`src/rtl/pipe_addsub_pkg.sv`:
```
// Shared types for the pipelined carry-lookahead adder/subtractor.
package pipe_addsub_pkg;
  localparam int SLICE_W = 4;
  typedef logic [SLICE_W-1:0] slice_t;
  typedef struct packed {
    slice_t s;
    logic   c;
  } slice_res_t;
endpackage

```
`src/rtl/add_slice4.sv`:
```
// Combinational 4-bit carry-lookahead slice; c3 is the carry into bit 3 for overflow detection.
module add_slice4
  import pipe_addsub_pkg::*;
(
  input  slice_t a,
  input  slice_t b,
  input  logic   ci,
  output slice_t q,
  output logic   co,
  output logic   c3
);
  slice_t     g, p;
  logic [4:0] c;

  assign g = a & b;
  assign p = a ^ b;

  // Every carry is flattened onto g/p/ci so no carry depends on another.
  assign c[0] = ci;
  assign c[1] = g[0] | (p[0] & ci);
  assign c[2] = g[1] | (p[1] & g[0]) | (p[1] & p[0] & ci);
  assign c[3] = g[2] | (p[2] & g[1]) | (p[2] & p[1] & g[0]) | (p[2] & p[1] & p[0] & ci);
  assign c[4] = g[3] | (p[3] & g[2]) | (p[3] & p[2] & g[1]) | (p[3] & p[2] & p[1] & g[0])
              | (p[3] & p[2] & p[1] & p[0] & ci);

  assign q  = p ^ c[3:0];
  assign co = c[4];
  assign c3 = c[3];
endmodule

```
`src/rtl/pipe_addsub.sv`:
```
// Pipelined WIDTH-bit add/sub, one slice group per stage with registered inter-stage carry.
// Define PIPE_ADDSUB_SAT_EN to clamp q on signed overflow in the final stage.
module pipe_addsub
  import pipe_addsub_pkg::*;
#(
  parameter int WIDTH            = 16,
  parameter int SLICES_PER_STAGE = 1
) (
  input  logic             clk,
  input  logic             resetl,
  input  logic             in_valid,
  output logic             in_ready,
  input  logic [WIDTH-1:0] a,
  input  logic [WIDTH-1:0] b,
  input  logic             ci,
  input  logic             sub,
  output logic             out_valid,
  input  logic             out_ready,
  output logic [WIDTH-1:0] q,
  output logic             co,
  output logic             ov
);
  localparam int GW     = SLICE_W * SLICES_PER_STAGE;
  localparam int STAGES = WIDTH / GW;

  // acc_r[k] holds finished result bits below group k+1 and untouched A bits above.
  // bs_r[k] holds remaining B groups shifted down so the next group sits at bit 0.
  logic [STAGES-1:0] vld_pipe;
  logic [STAGES:0]   adv;
  logic [WIDTH-1:0]  acc_r   [STAGES];
  logic [WIDTH-1:0]  bs_r    [STAGES];
  logic              c_r     [STAGES];
  logic              ov_r;

  logic [WIDTH-1:0]  src_acc [STAGES];
  logic [WIDTH-1:0]  src_b   [STAGES];
  logic              src_c   [STAGES];
  logic              src_v   [STAGES];
  logic [WIDTH-1:0]  nxt_acc [STAGES];
  logic [GW-1:0]     grp_q   [STAGES];
  logic              grp_co  [STAGES];
  logic              grp_c3  [STAGES];
  logic              ov_n;

  always_comb begin
    src_acc[0] = a;
    src_b[0]   = sub ? ~b : b;
    src_c[0]   = ci;
    src_v[0]   = in_valid;
    for (int k = 1; k < STAGES; k++) begin
      src_acc[k] = acc_r[k-1];
      src_b[k]   = bs_r[k-1];
      src_c[k]   = c_r[k-1];
      src_v[k]   = vld_pipe[k-1];
    end
  end

  for (genvar k = 0; k < STAGES; k++) begin : g_stg
    for (genvar j = 0; j < SLICES_PER_STAGE; j++) begin : g_sl
      logic       sci;
      slice_res_t r;
      logic       c3;
      if (j == 0) begin : g_c0
        assign sci = src_c[k];
      end else begin : g_cn
        assign sci = g_sl[j-1].r.c;
      end
      add_slice4 u_sl (
        .a  (src_acc[k][k*GW + j*SLICE_W +: SLICE_W]),
        .b  (src_b[k][j*SLICE_W +: SLICE_W]),
        .ci (sci),
        .q  (r.s),
        .co (r.c),
        .c3 (c3)
      );
      assign grp_q[k][j*SLICE_W +: SLICE_W] = r.s;
    end
    assign grp_co[k] = g_sl[SLICES_PER_STAGE-1].r.c;
    assign grp_c3[k] = g_sl[SLICES_PER_STAGE-1].c3;
  end

  always_comb begin
    for (int k = 0; k < STAGES; k++) begin
      nxt_acc[k]             = src_acc[k];
      nxt_acc[k][k*GW +: GW] = grp_q[k];
    end
    ov_n = grp_c3[STAGES-1] ^ grp_co[STAGES-1];
`ifdef PIPE_ADDSUB_SAT_EN
    // A wrong-signed result means the true value lies beyond the opposite rail.
    if (ov_n)
      nxt_acc[STAGES-1] = nxt_acc[STAGES-1][WIDTH-1] ? {1'b0, {(WIDTH-1){1'b1}}}
                                                      : {1'b1, {(WIDTH-1){1'b0}}};
`endif
  end

  always_comb begin
    adv[STAGES] = out_ready;
    for (int k = STAGES-1; k >= 0; k--)
      adv[k] = ~vld_pipe[k] | adv[k+1];
  end

  always_ff @(posedge clk or negedge resetl) begin
    if (!resetl) begin
      vld_pipe <= '0;
      ov_r     <= 1'b0;
      for (int k = 0; k < STAGES; k++) begin
        acc_r[k] <= '0;
        bs_r[k]  <= '0;
        c_r[k]   <= 1'b0;
      end
    end else begin
      for (int k = 0; k < STAGES; k++) begin
        if (adv[k]) begin
          vld_pipe[k] <= src_v[k];
          acc_r[k]    <= nxt_acc[k];
          bs_r[k]     <= src_b[k] >> GW;
          c_r[k]      <= grp_co[k];
        end
      end
      if (adv[STAGES-1])
        ov_r <= ov_n;
    end
  end

  assign in_ready  = adv[0];
  assign out_valid = vld_pipe[STAGES-1];
  assign q         = acc_r[STAGES-1];
  assign co        = c_r[STAGES-1];
  assign ov        = ov_r;
endmodule
```
`config.mk`:
```
export PLATFORM = sky130hd
export DESIGN_NAME = pipe_addsub
export DESIGN_NICKNAME = d
export VERILOG_FILES = /design/src/rtl/pipe_addsub_pkg.sv /design/src/rtl/add_slice4.sv /design/src/rtl/pipe_addsub.sv
export SDC_FILE = /design/constraint.sdc
export NUM_CORES = 1
export LEC_CHECK = 0
export CORE_ASPECT_RATIO = 0.5
export CORE_UTILIZATION = 55
export DETAILED_ROUTE_END_ITERATION = 10
export GPL_TIMING_DRIVEN = 0
export HOLD_SLACK_MARGIN = 0.1
export PLACE_DENSITY = 0.87
export SLEW_MARGIN = 25
export SYNTH_ARGS = -nofsm -noshare
export SYNTH_HDL_FRONTEND = slang
export SYNTH_SLANG_ARGS = --single-unit
export TNS_END_PERCENT = 1
```
`constraint.sdc`:
```
create_clock -name clk -period 1.7 [get_ports clk]
set_clock_uncertainty 0.1 [all_clocks]
set_input_delay 0.17 -clock clk [delete_from_list [all_inputs] [get_ports clk]]
set_output_delay 0.17 -clock clk [all_outputs]
set_load 0.01 [all_outputs]
```
Yosys cells after proc, flatten, opt, wreduce, memory -nomap -nowiden --
Cells that the tools add are included.
Word-level totals: bits of input ports 38, register bits 97
Cells by class: multiplexer cells 1, bitwise operators 126
Operator list (number):
- 1-bit AND | 64
- 1-bit OR | 44
- 4-bit bitwise XOR | 8
- 4-bit AND | 4
- 16-bit two-way mux | 1
- 16-bit NOT | 1
- 1-bit NOT | 4
- 1-bit bitwise XOR | 1

Logic depth before layout (Yosys ltp) --
word-level depth 8, gate-level depth with buffers 8, gate-level depth less buffers 6

Modules after synthesis --
Synthesis repeated with hierarchy kept, for this count alone.
Second synthesis, totals: cell total of the unflattened synthesis 322, area, all modules 4478.0 um2
Modules (own cells, without submodules):
- pipe_addsub | times used 1, seq. area each 2427.3 um2, cells an instance 258, area an instance 3887.5 um2
- add_slice4 (g_stg[0].g_sl[0].u_sl ...) | times used 2, seq. area each 0.0 um2, cells an instance 18, area an instance 155.1 um2
- add_slice4 (g_stg[2].g_sl[0].u_sl ...) | times used 2, seq. area each 0.0 um2, cells an instance 14, area an instance 140.1 um2

Worst setup path before layout --
OpenSTA, ideal clock, no wires.
path type input to register, start in sub, end reg c_r (netlist bit g_stg[1].g_sl[0].sci), arrival time 1783 ps, required time 1473 ps, path slack -310 ps, cell stages on the path 8, path through buf_2 > buf_2 > xor2_1 > ha_1 > a211oi_1 > o21bai_1 > a211oi_1 > a21oi_1
On the way: word-level cells in the longest chain between the ends 7, elaborated cells between the ends (all ways) 14
RTL lines:
- start, declared | line pipe_addsub.sv:16 | input logic sub,
- 16-bit two-way mux (*) | line pipe_addsub.sv:47 | src_b[0] = sub ? ~b : b;
- 4-bit bitwise XOR or 4-bit AND (tied branches) | line add_slice4.sv:16, add_slice4.sv:15
- 1-bit AND (on tied branches) | line add_slice4.sv:23, add_slice4.sv:24
- 1-bit OR (tied with other cells) (2 in series) | line add_slice4.sv:23 | assign c[4] = g[3] | (p[3] & g[2]) | (p[3] & p[2] & g[1]) | (p[3] & p[2] & p[1] & g[0])
- 1-bit OR or 1-bit AND (tied branches) | line add_slice4.sv:23, add_slice4.sv:24
- 1-bit OR (*) | line add_slice4.sv:24 | | (p[3] & p[2] & p[1] & p[0] & ci);
- end signal, assigned by index | line pipe_addsub.sv:117 | c_r[k] <= grp_co[k];
- end, declared | line pipe_addsub.sv:32 | logic c_r [STAGES];
Every way passes the cells marked *; elsewhere a longest branch is shown, timed or not. A chain may end at the register's enable or synchronous reset.

Final worst setup path --
start reg acc_r[29] in the netlist's numbering, end reg ov_r (netlist: ov)
On the way: word-level cells in the longest chain between the ends 6, elaborated cells between the ends (all ways) 19
RTL lines:
- start, declared | line pipe_addsub.sv:30 | logic [WIDTH-1:0] acc_r [STAGES];
- start signal, assigned by index | line pipe_addsub.sv:115 | acc_r[k] <= nxt_acc[k];
- 4-bit AND or 4-bit bitwise XOR (tied branches) | line add_slice4.sv:15, add_slice4.sv:16
- 1-bit AND (on tied branches) | line add_slice4.sv:22, add_slice4.sv:23, add_slice4.sv:24
- 1-bit OR (tied with other cells) (2 in series) | line add_slice4.sv:22 | assign c[3] = g[2] | (p[2] & g[1]) | (p[2] & p[1] & g[0]) | (p[2] & p[1] & p[0] & ci);
- 1-bit OR (on tied branches) | line add_slice4.sv:22, add_slice4.sv:24
- 1-bit bitwise XOR (*) | line pipe_addsub.sv:87 | ov_n = grp_c3[STAGES-1] ^ grp_co[STAGES-1];
- end signal, assigned | line pipe_addsub.sv:121 | ov_r <= ov_n;
- end, declared | line pipe_addsub.sv:33 | logic ov_r;
Marked as above.

==> results.md <==
- Outcome: complete, but fails checks
- Failing checks: negative setup slack
- Yosys top cell by area: sky130_fd_sc_hd__dfrtp_1
- Pleak: 0.00258 µW
- DRC violation count after routing: 0
- Commonest cells in the netlist: sky130_fd_sc_hd__nand2_1 (117), sky130_fd_sc_hd__dfrtp_1 (97), sky130_fd_sc_hd__mux2_2 (23), sky130_fd_sc_hd__o21ai_0 (23)
- Last weighted congestion value of the routability-driven placer: 0.790
- Pwr per Cell Area: 1440 nW/µm²
- Gate count of the mapped netlist: 408
- Vias in the first global route: 3,129
- Slew Limit Headroom: 0.613
- Wire length of the first global-routing pass: 15.5 mm
- Total number of placement rows: 22
- Initial antenna violation count: 0
- Synth warnings: 0
- Data required time at the worst endpoint: 1810 ps
- Hold/Removal Path Class: input port to flip-flop
- IR Drop Worst-Case VDD: 0.644 mV
- Share of the synthesized area in the top cell type: 0.555
- Netlist Area Pre-Place: 4370 µm²
- Timing-limited maximum frequency: 0.575 GHz
- Clock latency on the worst-skew pair: between 300 and 400 ps
- Routed via count divided by cell count: 5.28
- Number of nets with antenna violations after detailed routing: 0
- FFs w/ async S/R, synth: 1.00
- Count of flip-flops with a built-in enable after synthesis: 0
- Net count after synthesis: 466
- Overall via count from detail_route: 3,158
- Yosys reg bits: 97
- Setup repair after global routing missed its margin: true
- Setup slack after layout: -40.0 ps
- Buffer cell driving the clock tree root: sky130_fd_sc_hd__clkbuf_16
- CTS HTree Levels: 3
- Clock period minus worst slack: 1740 ps
- Overall Power: about 8100 µW
- Pre-antenna DRT Iters: 4
- Area growth, synth to finish: 29.0%
- Aggregate global-route resource usage: 0.250
- CTS tree: yes
- Number of buffers inserted during clock tree synthesis: 9
- Final count of pins violating max slew: 0
- Count of pins on the block boundary: 58
- # Max-Cap Violations: 0
- Cell types with the largest area share after synthesis: sky130_fd_sc_hd__dfrtp_1 (56%), sky130_fd_sc_hd__nand2_1 (10%), sky130_fd_sc_hd__mux2_2 (5.9%)
- Die area: 8330 µm²
- Number of nets in the layout: 543
- Maximum number of pins on one net before global-route repair: 67
- Proportion of layout cells with a drive suffix above 1: 0.198
- Count of inserted antenna diode cells: 0
- CP Capture Type: flip-flop
- Number of buffer cells added on primary ports: 56
- CTS Buffer Depth: 2
- Worst-margin pin slew: 580 ps
- Clock transition at path regs: 70 ps
- Clock net sink count: 97
- Layout Cell Area excl Fill: between 5000 and 6000 µm²
- Final HPWL DP: approximately 6.1 mm
- Type of origin of the critical path: flip-flop
- Unique cell type count in the Yosys netlist: 28
- Detail-routed net length per standard cell: 17.1 µm
- Placed instance area: 5140 µm²
- Remaining global-route overflow: 0
- Most instantiated flip-flop cell in the synthesis netlist: sky130_fd_sc_hd__dfrtp_1
- Die Wd: 128 µm
- # setup viols final: 1
- Worst Setup Path Type: flip-flop to flip-flop
- Worst-path maximum fanout: 3
- Synthesized area divided by synthesized cell count: 10.7 µm²
- Portion of the post-synthesis area used by sequential elements: 0.555
- Critical Path AT: 1850 ps
- Total count of hold-check failures in the final report: 0
- Number of DRC markers after the initial detailed-route iteration: 264
- Vertical die dimension: between 60 and 70 µm
- Core Region: 7510 µm²
- Cell with the most instances after synthesis: sky130_fd_sc_hd__nand2_1
- Initial core utilization: 0.582
- Period Utilization, post-route: 1.02
- DRT Wirelength: 10.2 mm
state kept, by name, summed over array words and instances (netlist names):
| signal | count |
|---|---|
| q | 16 |
| ov | 1 |
| bs_r | 24 |
| vld_pipe | 4 |
| g_stg.g_sl.sci | 3 |
| acc_r | 48 |
| co | 1 |
worst max-delay path: stages (launching register included):
cell,delay [ps]
sky130_fd_sc_hd__dfrtp_1,400
sky130_fd_sc_hd__ha_1,360
sky130_fd_sc_hd__o21ai_0,310
sky130_fd_sc_hd__o21bai_2,150
sky130_fd_sc_hd__mux2i_1,200
sky130_fd_sc_hd__a21oi_1,90
kinds of logic (layout without fill, tap and decap cells):
logic type,count (synthesis),in the layout,synth area share
AO/OA/AOI/OAI,58,58,0.0761
XOR/XNOR,25,25,0.0501
adder cells (fa/ha/maj),20,20,0.0641
buffers and inverters,38,120,0.0506
flip-flops,97,97,0.555
multiplexers,30,30,0.0770
AND/OR/NAND/NOR,140,140,0.127
per-layer routing:
metal | wire (µm) | track usage
met2 | 4910 | 0.399
met4 | 281 | 0.112
met5 | 0 | 0
met3 | 603 | 0.0685
met1 | 4420 | 0.325
worst paths after layout:
path | start | end | slack (ps) | depth (start not counted)
max in group asynchronous | resetl | acc_r[36] | 730 | 3
min in group asynchronous | resetl | acc_r[58] | 170 | 2
worst min-delay path | sub | bs_r[57] | 150 | 4
worst max register to register | acc_r[29] | ov | -40 | 5
worst min register to register | q[5] | q[5] | 370 | 2
worst max-delay path | acc_r[29] | ov | -40 | 5
per-stage QoR:
step,util,setup WS (ps),hold slack (ps),cells,TNS [ps]
after detailed placement,0.684,-676,-31.3,573,-11730
after floorplan,-,-6.44,-226,408,-6.44
after global routing,0.750,-87.4,170,598,-261
after global placement,0.680,-3060,352,572,-306910
after CTS,0.740,-10.9,147,597,-28.9
final,0.750,-40.0,146,598,-40.0
cells in the final DEF, fill, tap and decap left out, drive strengths merged:
master	synthesis	routed
a211oi	8	8
a21o	4	4
a21oi	17	17
and3	1	1
buf	27	38
bufinv	0	1
clkbuf	6	15
clkdlybuf4s50	0	52
clkinv	0	2
clkinvlp	0	1
dfrtp	97	97
dlygate4sd2	0	1
dlygate4sd3	0	2
dlymetal6s2s	0	1
fa	4	4
ha	16	16
inv	5	7
mux2	29	29
mux2i	1	1
nand2	118	118
nand2b	3	3
nand4b	1	1
nor2	15	15
nor2b	1	1
o21ai	24	24
o21bai	4	4
o31ai	1	1
or2	1	1
xnor2	18	18
xor2	7	7
where the power goes:
part           total [µW]  switching [µW]  leakage [µW]  internal [µW]
Clock                2060             876      0.000149           1190
Combinational        2610            1190       0.00129           1410
Sequential           3450             482       0.00114           2970
Total                8110            2550       0.00258           5560
timing repair:
item / 4_1_cts / 5_1_grt
setup buffers: 6 / 2
endpoints found under the hold margin: 103 / 0
hold buffers: 2 / 0
resized for setup: 18 / 21
pin swaps: 5 / 10
endpoints found under the setup margin: 24 / 47
final cells by class:
type,instances,area (µm²)
timing repair buffer,67,666
clock buffer,10,239
clock inverter,6,65.1
buffer,32,250
inverter,5,18.8
multi-input combinational,273,1840
fill,473,1880
tap,108,135
sequential,97,2430
Note: power is estimated with default switching activity, not from simulation.
